File: src/rtl/adder_seq_ctrl.sv
// Wide adder built from one shared external 4-bit adder slice, used one nibble per cycle, LSB nibble first.
// Optional build macro ADD_SUB_EN adds a 'sub' input that makes the result A - B.
module adder_seq_ctrl #(
  parameter int NIBBLES = 4
) (
  input  logic                   clk,
  input  logic                   rst,
  input  logic                   start,
  input  logic [4*NIBBLES-1:0]   a,
  input  logic [4*NIBBLES-1:0]   b,
  input  logic                   cin,
`ifdef ADD_SUB_EN
  input  logic                   sub,
`endif
  output logic                   ready,
  output logic                   done,
  output logic [4*NIBBLES-1:0]   sum,
  output logic                   cout,
  output logic [3:0]             add_a,
  output logic [3:0]             add_b,
  output logic                   add_cin,
  input  logic [3:0]             add_sum,
  input  logic                   add_co
);

  localparam int W  = 4 * NIBBLES;
  localparam int IW = (NIBBLES > 1) ? $clog2(NIBBLES) : 1;

  localparam logic [1:0] IDLE = 2'd0;
  localparam logic [1:0] BUSY = 2'd1;
  localparam logic [1:0] DONE = 2'd2;

  logic [1:0]    state_reg;
  logic [W-1:0]  a_reg;
  logic [W-1:0]  b_reg;
  logic          carry_reg;
  logic          cout_reg;
  logic [IW-1:0] idx_reg;

  logic [3:0]    a_sel;
  logic [3:0]    b_sel;
  logic          carry_init;

  assign a_sel = a_reg[{idx_reg, 2'b00} +: 4];

`ifdef ADD_SUB_EN
  logic sub_reg;

  // Subtraction is A + ~B + 1, so the first carry is forced high.
  assign b_sel      = sub_reg ? ~b_reg[{idx_reg, 2'b00} +: 4] : b_reg[{idx_reg, 2'b00} +: 4];
  assign carry_init = sub ? 1'b1 : cin;

  always_ff @(posedge clk or posedge rst) begin
    if (rst) begin
      sub_reg <= 1'b0;
    end else if (state_reg == IDLE && start) begin
      sub_reg <= sub;
    end
  end
`else
  assign b_sel      = b_reg[{idx_reg, 2'b00} +: 4];
  assign carry_init = cin;
`endif

  always_ff @(posedge clk or posedge rst) begin
    if (rst) begin
      state_reg <= IDLE;
      a_reg     <= '0;
      b_reg     <= '0;
      carry_reg <= 1'b0;
      cout_reg  <= 1'b0;
      idx_reg   <= '0;
    end else begin
      case (state_reg)
        IDLE: begin
          if (start) begin
            a_reg     <= a;
            b_reg     <= b;
            carry_reg <= carry_init;
            idx_reg   <= '0;
            state_reg <= BUSY;
          end
        end
        BUSY: begin
          carry_reg <= add_co;
          // idx stops at the last nibble rather than wrapping.
          if (idx_reg == IW'(NIBBLES - 1)) begin
            cout_reg  <= add_co;
            state_reg <= DONE;
          end else begin
            idx_reg <= idx_reg + IW'(1);
          end
        end
        DONE:    state_reg <= IDLE;
        default: state_reg <= IDLE;
      endcase
    end
  end

  // Each result nibble owns a register that loads only on its own BUSY cycle.
  genvar gi;
  generate
    for (gi = 0; gi < NIBBLES; gi = gi + 1) begin : g_nib
      logic [3:0] nib_reg;

      always_ff @(posedge clk or posedge rst) begin
        if (rst) begin
          nib_reg <= 4'h0;
        end else if (state_reg == BUSY && idx_reg == IW'(gi)) begin
          nib_reg <= add_sum;
        end
      end

      assign sum[4*gi +: 4] = nib_reg;
    end
  endgenerate

  always_comb begin
    add_a   = 4'h0;
    add_b   = 4'h0;
    add_cin = 1'b0;
    if (state_reg == BUSY) begin
      add_a   = a_sel;
      add_b   = b_sel;
      add_cin = carry_reg;
    end
  end

  assign ready = (state_reg == IDLE);
  assign done  = (state_reg == DONE);
  assign cout  = cout_reg;

endmodule
File: config.mk
export PLATFORM = sky130hd
export DESIGN_NAME = adder_seq_ctrl
export DESIGN_NICKNAME = d
export VERILOG_FILES = /design/src/rtl/adder_seq_ctrl.sv
export SDC_FILE = /design/constraint.sdc
export NUM_CORES = 1
export LEC_CHECK = 0
export CORE_MARGIN = 8
export CORE_UTILIZATION = 47
export CTS_CLUSTER_DIAMETER = 40
export DETAILED_ROUTE_END_ITERATION = 6
export PLACE_DENSITY = 0.81
export SLEW_MARGIN = 20
export SYNTH_ARGS = -nofsm -noshare
export SYNTH_HDL_FRONTEND = slang
export SYNTH_SLANG_ARGS = --single-unit
File: constraint.sdc
create_clock -name clk -period 2.63 [get_ports clk]
set_clock_uncertainty 0.15 [all_clocks]
set_input_delay 0.526 -clock clk [delete_from_list [all_inputs] [get_ports clk]]
set_output_delay 0.526 -clock clk [all_outputs]
set_load 0.01 [all_outputs]
# Word level (Yosys, flattened, before mapping)
# Index checks and enable logic that the tools add are counted.
# W data, S select, Z words.
[op_classes]
n_reduce_logical = 12
addsub = 1
n_div = 0
n_shift = 2
eq_ne = 8
bitwise = 0
multipliers = 0
muxes = 11
order_cmp = 0
[ops]
columns = ["cell", "n"]
rows = [
  ["$shiftx A16 B5 Y4", 2],
  ["$mux W2", 4],
  ["$mux W4", 2],
  ["$pmux W2 S2", 2],
  ["$reduce_and A2 Y1", 4],
  ["$eq A2 B2 Y1 const B", 3],
  ["$eq A2 B1 Y1 const B", 2],
  ["$logic_and A1 B1 Y1", 4],
  ["$logic_not A2 Y1", 2],
  ["$ne A2 B2 Y1 const B", 2],
  ["$reduce_and A3 Y1", 1],
  ["$add A2 B1 Y2 const B", 1],
  ["$mux W1", 2],
  ["$ne A2 B1 Y1 const B", 1],
  ["$pmux W1 S2", 1],
  ["$reduce_bool A2 Y1", 1],
]
[totals]
in_bits = 41
mem_bits_rw = 0
word_cells = 44
mem_count = 0
latchBits = 0
out_inout_bits = 28
register_bits = 54
rom_bits = 0

# Logic depth before layout (Yosys ltp)
# Gate-level depths: netlist of the first run.
[depth]
word_depth = 3
ltp_mapped = 5
depth_no_buf = 4

# Least setup slack after synthesis of the first run
# OpenSTA, ideal clock, no wires.
[synth_timing]
path_type = "flip-flop to output port"
from = "register idx_reg[1]"
to = "output add_a[2]"
path_slack_ps = 691
stages_incl_launch_ff = 4
required_time_ps = 1954
path_buffers = 1
t_arrival_ps = 1263
path_cell_list = "dfrtp_1 or3b_2 buf_2 o22ai_1"
[synth_via]
elab_chain_len = 2
[synth_rtl]
columns = ["item", "line_no", "source"]
rows = [
  ["from (decl)", "38", "logic [IW-1:0] idx_reg;"],
  ["from (signal assigned)", "91", "idx_reg <= idx_reg + IW'(1);"],
  ["$shiftx A16 B5 Y4", "44", "assign a_sel = a_reg[{idx_reg, 2'b00} +: 4];"],
  ["$mux W4", "122", "if (state_reg == BUSY) begin"],
  ["to (decl)", "19", "output logic [3:0] add_a,"],
]
# No other way between the ends.

# Final worst setup path of the first run
[layout_timing]
from = "register state_reg[0]"
to = "output add_cin"
[layout_via]
elab_chain_len = 2
[layout_rtl]
columns = ["item", "line_no", "source"]
rows = [
  ["from (decl)", "33", "logic [1:0] state_reg;"],
  ["from (signal assigned)", "67", "state_reg <= IDLE;"],
  ["from (signal assigned)", "81", "state_reg <= BUSY;"],
  ["from (signal assigned)", "89", "state_reg <= DONE;"],
  ["$eq A2 B1 Y1", "122", ""],
  ["$mux W1", "122", ""],
  ["to (decl)", "21", "output logic add_cin,"],
]
# No other way between the ends.

==> results of run 1 <==
repair_timing:
action,in CTS,in global routing
hold buffers,0,0
endpoints found under the setup margin,8,5
gates resized for setup,4,5
buffers inserted,2,0
final timing paths:
| path | endpoint | depth (start not counted) | slack (ns) | from |
|---|---|---|---|---|
| min in group asynchronous | b_reg[2] | 3 | 0.44 | rst |
| hold reg to reg | a_reg[2] | 1 | 0.35 | a_reg[2] |
| max in group asynchronous | a_reg[4] | 3 | 1.59 | rst |
| hold / removal | a_reg[2] | 1 | 0.35 | a_reg[2] |
| setup / recovery | add_cin | 4 | 0.17 | state_reg[0] |
| setup reg to reg | g_nib[3].nib_reg[0] | 4 | 0.83 | idx_reg[0] |
cell families after synthesis:
| group | share of synthesized area |
|---|---|
| flops | 0.557 |
| fa+ha+maj | 0.0206 |
| simple gates | 0.0567 |
| compound gates | 0.0376 |
| buf+inv | 0.0351 |
| mux | 0.293 |
per-stage QoR:
stage / setup slack, ns / utilization
2_1_floorplan: 0.639 / -
3_3_place_gp: 0.207 / 0.636
3_5_place_dp: 0.161 / 0.636
4_1_cts: 0.0183 / 0.654
5_1_grt: 0.0536 / 0.656
6_report: 0.170 / 0.656
report_power, final:
group / total [mW] / internal (mW) / switching (mW)
Clock: 0.426 / 0.184 / 0.242
Sequential: 1.46 / 1.26 / 0.207
Combinational: 1.94 / 1.16 / 0.789
Total: 3.83 / 2.59 / 1.24
Yosys cell counts, drive strengths merged:
| library cell | instances | share of area |
|---|---|---|
| inv | 6 | 0.0093 |
| nand3b | 6 | 0.019 |
| nor2 | 1 | 0.0015 |
| dfrtp | 54 | 0.56 |
| or3b | 1 | 0.0036 |
| a211o | 2 | 0.0072 |
| o21bai | 1 | 0.0031 |
| nor2b | 2 | 0.0052 |
| nor3b | 1 | 0.0077 |
| o22ai | 8 | 0.021 |
| nor4bb | 1 | 0.0041 |
| mux2i | 16 | 0.066 |
| o311ai | 1 | 0.0036 |
| and3 | 2 | 0.0052 |
| and2 | 1 | 0.0026 |
| ha | 4 | 0.021 |
| a21o | 1 | 0.0031 |
| buf | 6 | 0.021 |
| clkbuf | 3 | 0.0046 |
| mux2 | 49 | 0.23 |
| nand4bb | 1 | 0.0046 |
| nor4b | 1 | 0.0036 |
routing by layer:
metal  routed length, µm  global-route usage  vias to the layer above
li1                    -                   -                      749
met2                2440               0.219                       44
met4                  80              0.0531                        0
met5                   0                   0                        -
met1                2140               0.173                      780
met3                 339              0.0460                        7
area by class of cell:
type / instances / area share
sequential: 54 / 0.408
inverter: 6 / 0.00681
multi-input combinational: 99 / 0.300
clock buffer: 7 / 0.0231
tap: 70 / 0.0265
timing repair buffer: 78 / 0.235
critical path, cell delays in order, from the launching register on:
cell and delay, ns:
dfrtp_1 0.37, buf_4 0.21, nor2b_1 0.23, and2_1 0.15, clkdlybuf4s50_1 0.53
==> results.ini, run 1 <==
[cts]
h-tree-depth = 2
cts-root-buf = clkbuf_8
cts_tree = done
cts.sinks = 54
cts_buffers = 5
path_clk_slew_ns = 0.09
clk_latency_ns = 0.30
clockBufferDepth = 2

[finish]
diodes = 0
area_growth_syn_to_layout_pct = 36.3
final_cell_mix = 60 x clkdlybuf4s50_1, 54 x dfrtp_1, 47 x mux2_2, 16 x mux2i_1, 9 x buf_4
finalInstanceArea_um2 = 3310
drive_above_1_share = 0.266
fin_cells = 314
regArea_um2 = 1350
final_common_cell = clkdlybuf4s50_1
fin_nets = 289
n_fill_cell = 396
multiInputGateArea_um2 = 993

[placed_design]
gp_congestion = 0.725
place_inst = 305
place_area_um2 = 3210
io_buffers = 68
dp_hpwl_um = 3770

[timing]
setup_violations = 0
max_freq_mhz = 407
relSlewSlack = 0.752
worst_pin_slew_ns = 0.372
tns_ns = 0
hold_violations = 0
fin_crit_ns = 2.46
slew_viol_final = 0
rsz0062_at_grt = no
post-route-period-util = 0.935
hold_ws_ns = 0.352

[global_routing]
grt_pass1_wl_um = 8270
overflow = 0
antenna_found_initial = 0
grt_pass1_vias = 1688
grt.total_usage = 0.139
grt_max_degree = 35

[detailed_routing]
drt_wl_total_um = 5000
drt_iter0_drc = 62
vias_per_cell = 5.03
drc_errors = 0
num_vias = 1580
ant_nets = 0
wl_per_cell_um = 15.9
drt_pass1_iterations = 5

[logic_synthesis]
ys_seq_area_frac = 0.557
synthesis.nets = 213
syn_area_per_cell_um2 = 14.4
ys_ff_latch = 54
ys.warnings.count = 0
netlist_area_um2 = 2430
syn_inst = 168
synth.distinct_cells = 25

[worst_setup_path]
startpoint_type = flop
critPathArrivalTime_ns = 1.78
cp_max_fo = 16
critPathKind = flop to output port
crit_required_ns = 1.95
worst_setup_path_end_kind = output port

[power_and_ir_drop]
p_leak_nw = 1.48
power_mw = 3.83
p_per_area_nw_per_um2 = 1160
irDropWorstVdd_uv = 602

[die]
rows = 26
coreArea_um2 = 5040
die-area_um2 = 7720
die_x_um = 87.9
die_h_um = 87.9
initial_core_util = 0.481
pin_count = 69

[worst_hold_path]
hp-class = flop to flop

[run]
maxCapViolCount = 0

[status]
status = finished, final reports clean

(Power assumes the default switching activity.)
==> run 2, diff against run 1 <==
--- a/config.mk
+++ b/config.mk
@@ -6,10 +6,10 @@
 export NUM_CORES = 1
 export LEC_CHECK = 0
 export CORE_MARGIN = 8
-export CORE_UTILIZATION = 47
+export CORE_UTILIZATION = 40
 export CTS_CLUSTER_DIAMETER = 40
 export DETAILED_ROUTE_END_ITERATION = 6
-export PLACE_DENSITY = 0.81
+export PLACE_DENSITY = 0.71
 export SLEW_MARGIN = 20
 export SYNTH_ARGS = -nofsm -noshare
 export SYNTH_HDL_FRONTEND = slang
==> results.ini, run 2 (synthesis results as in run 1) <==
[status]
status = finished, final reports clean

[finish]
n_fill_cell = 509  ; +29%
drive_above_1_share = 0.273  ; +0.00708
diodes = 0  ; unchanged
area_growth_syn_to_layout_pct = 37.8
final_common_cell = clkdlybuf4s50_1
final_cell_mix = 63 x clkdlybuf4s50_1, 54 x dfrtp_1, 47 x mux2_2, 16 x mux2i_1
post-route-util = 0.568  ; -0.0876
fin_nets = 289  ; unchanged

[cts]
cts_buffers = 5  ; unchanged
h-tree-depth = 2  ; unchanged
clk_latency_ns = 0.30  ; about the same
cts.sinks = 54  ; unchanged
path_clk_slew_ns = 0.09  ; about the same
clockBufferDepth = 2  ; unchanged
cts-root-buf = clkbuf_8
cts_tree = done

[die]
rows = 28  ; +7.7%
die_x_um = 93.9  ; +6.9%
die-area_um2 = 8820  ; +14%
die_h_um = 93.9  ; +6.9%
pin_count = 69  ; unchanged
coreArea_um2 = 5890  ; +17%
initial_core_util = 0.412  ; -0.0690

[timing]
max_freq_mhz = 392  ; -3.5%
relSlewSlack = 0.696  ; -0.0556
tns_ns = 0  ; unchanged
slew_viol_final = 0  ; unchanged
post-route-period-util = 0.969  ; +0.0335
setup_violations = 0  ; unchanged
hold_violations = 0  ; unchanged
rsz0062_at_grt = no
fin_crit_ns = 2.55  ; +0.0880 ns
worst_pin_slew_ns = 0.455  ; +0.0828 ns

[worst_hold_path]
hp-start = a_reg[3]
hp-class = flop to flop
whs_path_depth = 1  ; unchanged
min_to = a_reg[3]

[global_routing]
overflow = 0  ; unchanged
grt_max_degree = 35  ; unchanged
grt_pass1_wl_um = 8590  ; +3.8%
antenna_found_initial = 0  ; unchanged
grt.total_usage = 0.126  ; -0.0136
grt_pass1_vias = 1685  ; -0.18%

[worst_setup_path]
cp_max_fo = 8  ; -8
crit_buf_inv = 1  ; -1
r2r_end = g_nib[3].nib_reg[3]
worst_setup_path_end_kind = output port
cp_slowest_stage_delay_ns = 0.55  ; +0.02 ns
path_delay_family = buffers and inverters
r2r_start = idx_reg[0]
crit_chain = or3b_4, o22ai_1, clkdlybuf4s50_1
critPathKind = flop to output port
rrSetupSlack_ns = 0.85  ; +0.02 ns
startpoint_type = flop
crit_required_ns = 1.95  ; about the same
r2r_cells = 4  ; unchanged
crit_slowest_cell = clkdlybuf4s50_1
critPathArrivalTime_ns = 1.87  ; +0.09 ns

[power_and_ir_drop]
p_int_mw = 2.66  ; +2.4%
p_leak_nw = 1.49  ; +0.37%
pwr-share-clk = 0.119  ; +0.008
p_per_area_nw_per_um2 = 1170  ; +0.73%
power.switching_mw = 1.25  ; +0.74%
irDropWorstVdd_uv = 450  ; -25%
seqPwrFrac = 0.371  ; -0.011
netSwitchingFraction = 0.319  ; -0.00358
share_comb_of_total_power = 0.510  ; +0.003
power_mw = 3.90  ; +1.9%

[detailed_routing]
drt_wl_total_um = 5200  ; +4.1%
vias_per_cell = 4.85  ; -3.6%
drt_pass1_iterations = 4  ; -1
ant_nets = 0  ; unchanged
drc_errors = 0  ; unchanged
wl_per_cell_um = 16.2  ; +2.1%
drt_iter0_drc = 46  ; -26%
num_vias = 1552  ; -1.8%

[run]
maxCapViolCount = 0  ; unchanged

[placed_design]
io_buffers = 68  ; unchanged
gp_congestion = 0.707  ; -2.5%
dp_hpwl_um = 3960  ; +5.0%

## run 2: cell types whose count changed in the layout (fill, tap and decap cells not counted)
cell / before / now
dlygate4sd2_1: 3 / 0
clkdlybuf4s50_1: 60 / 63
buf_12: 1 / 2
buf_4: 9 / 8
clkbuf_8: 5 / 6
clkinv_2: 0 / 1
clkbuf_1: 2 / 1
## run 2: power groups by stage
stage | Clock, mW | Combinational (mW) | Sequential (mW)
5_1_grt | 0.512 | 2.17 | 1.51
3_5_place_dp | 0 | 2.02 | 1.48
3_3_place_gp | 0 | 1.98 | 1.46
6_report | 0.463 | 1.99 | 1.45
2_1_floorplan | 0 | 1.13 | 1.51
4_1_cts | 0.481 | 2.05 | 1.46
## run 2: layer usage
layer,routed length [µm],GRT usage,vias to the layer above
li1,-,-,754
met1,2210,0.157,760
met2,2620,0.197,32
met3,277,0.0360,6
met4,91,0.0555,0
met5,0,0,-
## run 2: worst reg2reg max path: cells and delay by family (launching register included)
| kind | cells | cell delay [ns] |
|---|---|---|
| fa+ha+maj | 1 | 0.27 |
| simple gates | 1 | 0.28 |
| flops | 1 | 0.38 |
| mux | 1 | 0.38 |
| buf+inv | 1 | 0.19 |
## run 2: repair_timing
item                                    CTS  global route
buffers inserted                          2             0
gates cloned                              0             0
endpoints found under the setup margin    8             5
gates resized for setup                   1             5
pin swaps                                 1             0
hold buffers                              0             0
## run 2: final cells by class
class	count	area, µm²	area share
clock buffer	7	86.3	0.0258
inverter	6	22.5	0.00673
sequential	54	1350	0.404
tap	75	93.8	0.0280
timing repair buffer	78	793	0.237
multi-input combinational	99	993	0.297
clock inverter	1	5.00	0.00150
## run 2: metrics by stage
stage | setup WS [ns] | hold WS [ns] | instances | area (µm²)
2_1_floorplan | 0.639 | 0.307 | 168 | 2430
3_3_place_gp | 0.236 | 0.319 | 310 | 3220
3_5_place_dp | 0.222 | 0.335 | 310 | 3220
4_1_cts | 0.0491 | 0.357 | 320 | 3330
5_1_grt | 0.0104 | 0.368 | 320 | 3350
6_report | 0.0822 | 0.349 | 320 | 3350
## run 2: worst max path at each step
stage	depth (start not counted)	slack (ns)	endpoint	from
after floorplan	1	0.64	a_reg[0]	rst
after global placement	4	0.24	add_b[1]	state_reg[0]
after detailed placement	4	0.22	add_b[1]	state_reg[0]
after CTS	3	0.05	add_a[2]	state_reg[1]
after global routing	3	0.01	add_a[2]	state_reg[1]
final	3	0.08	add_a[2]	state_reg[1]
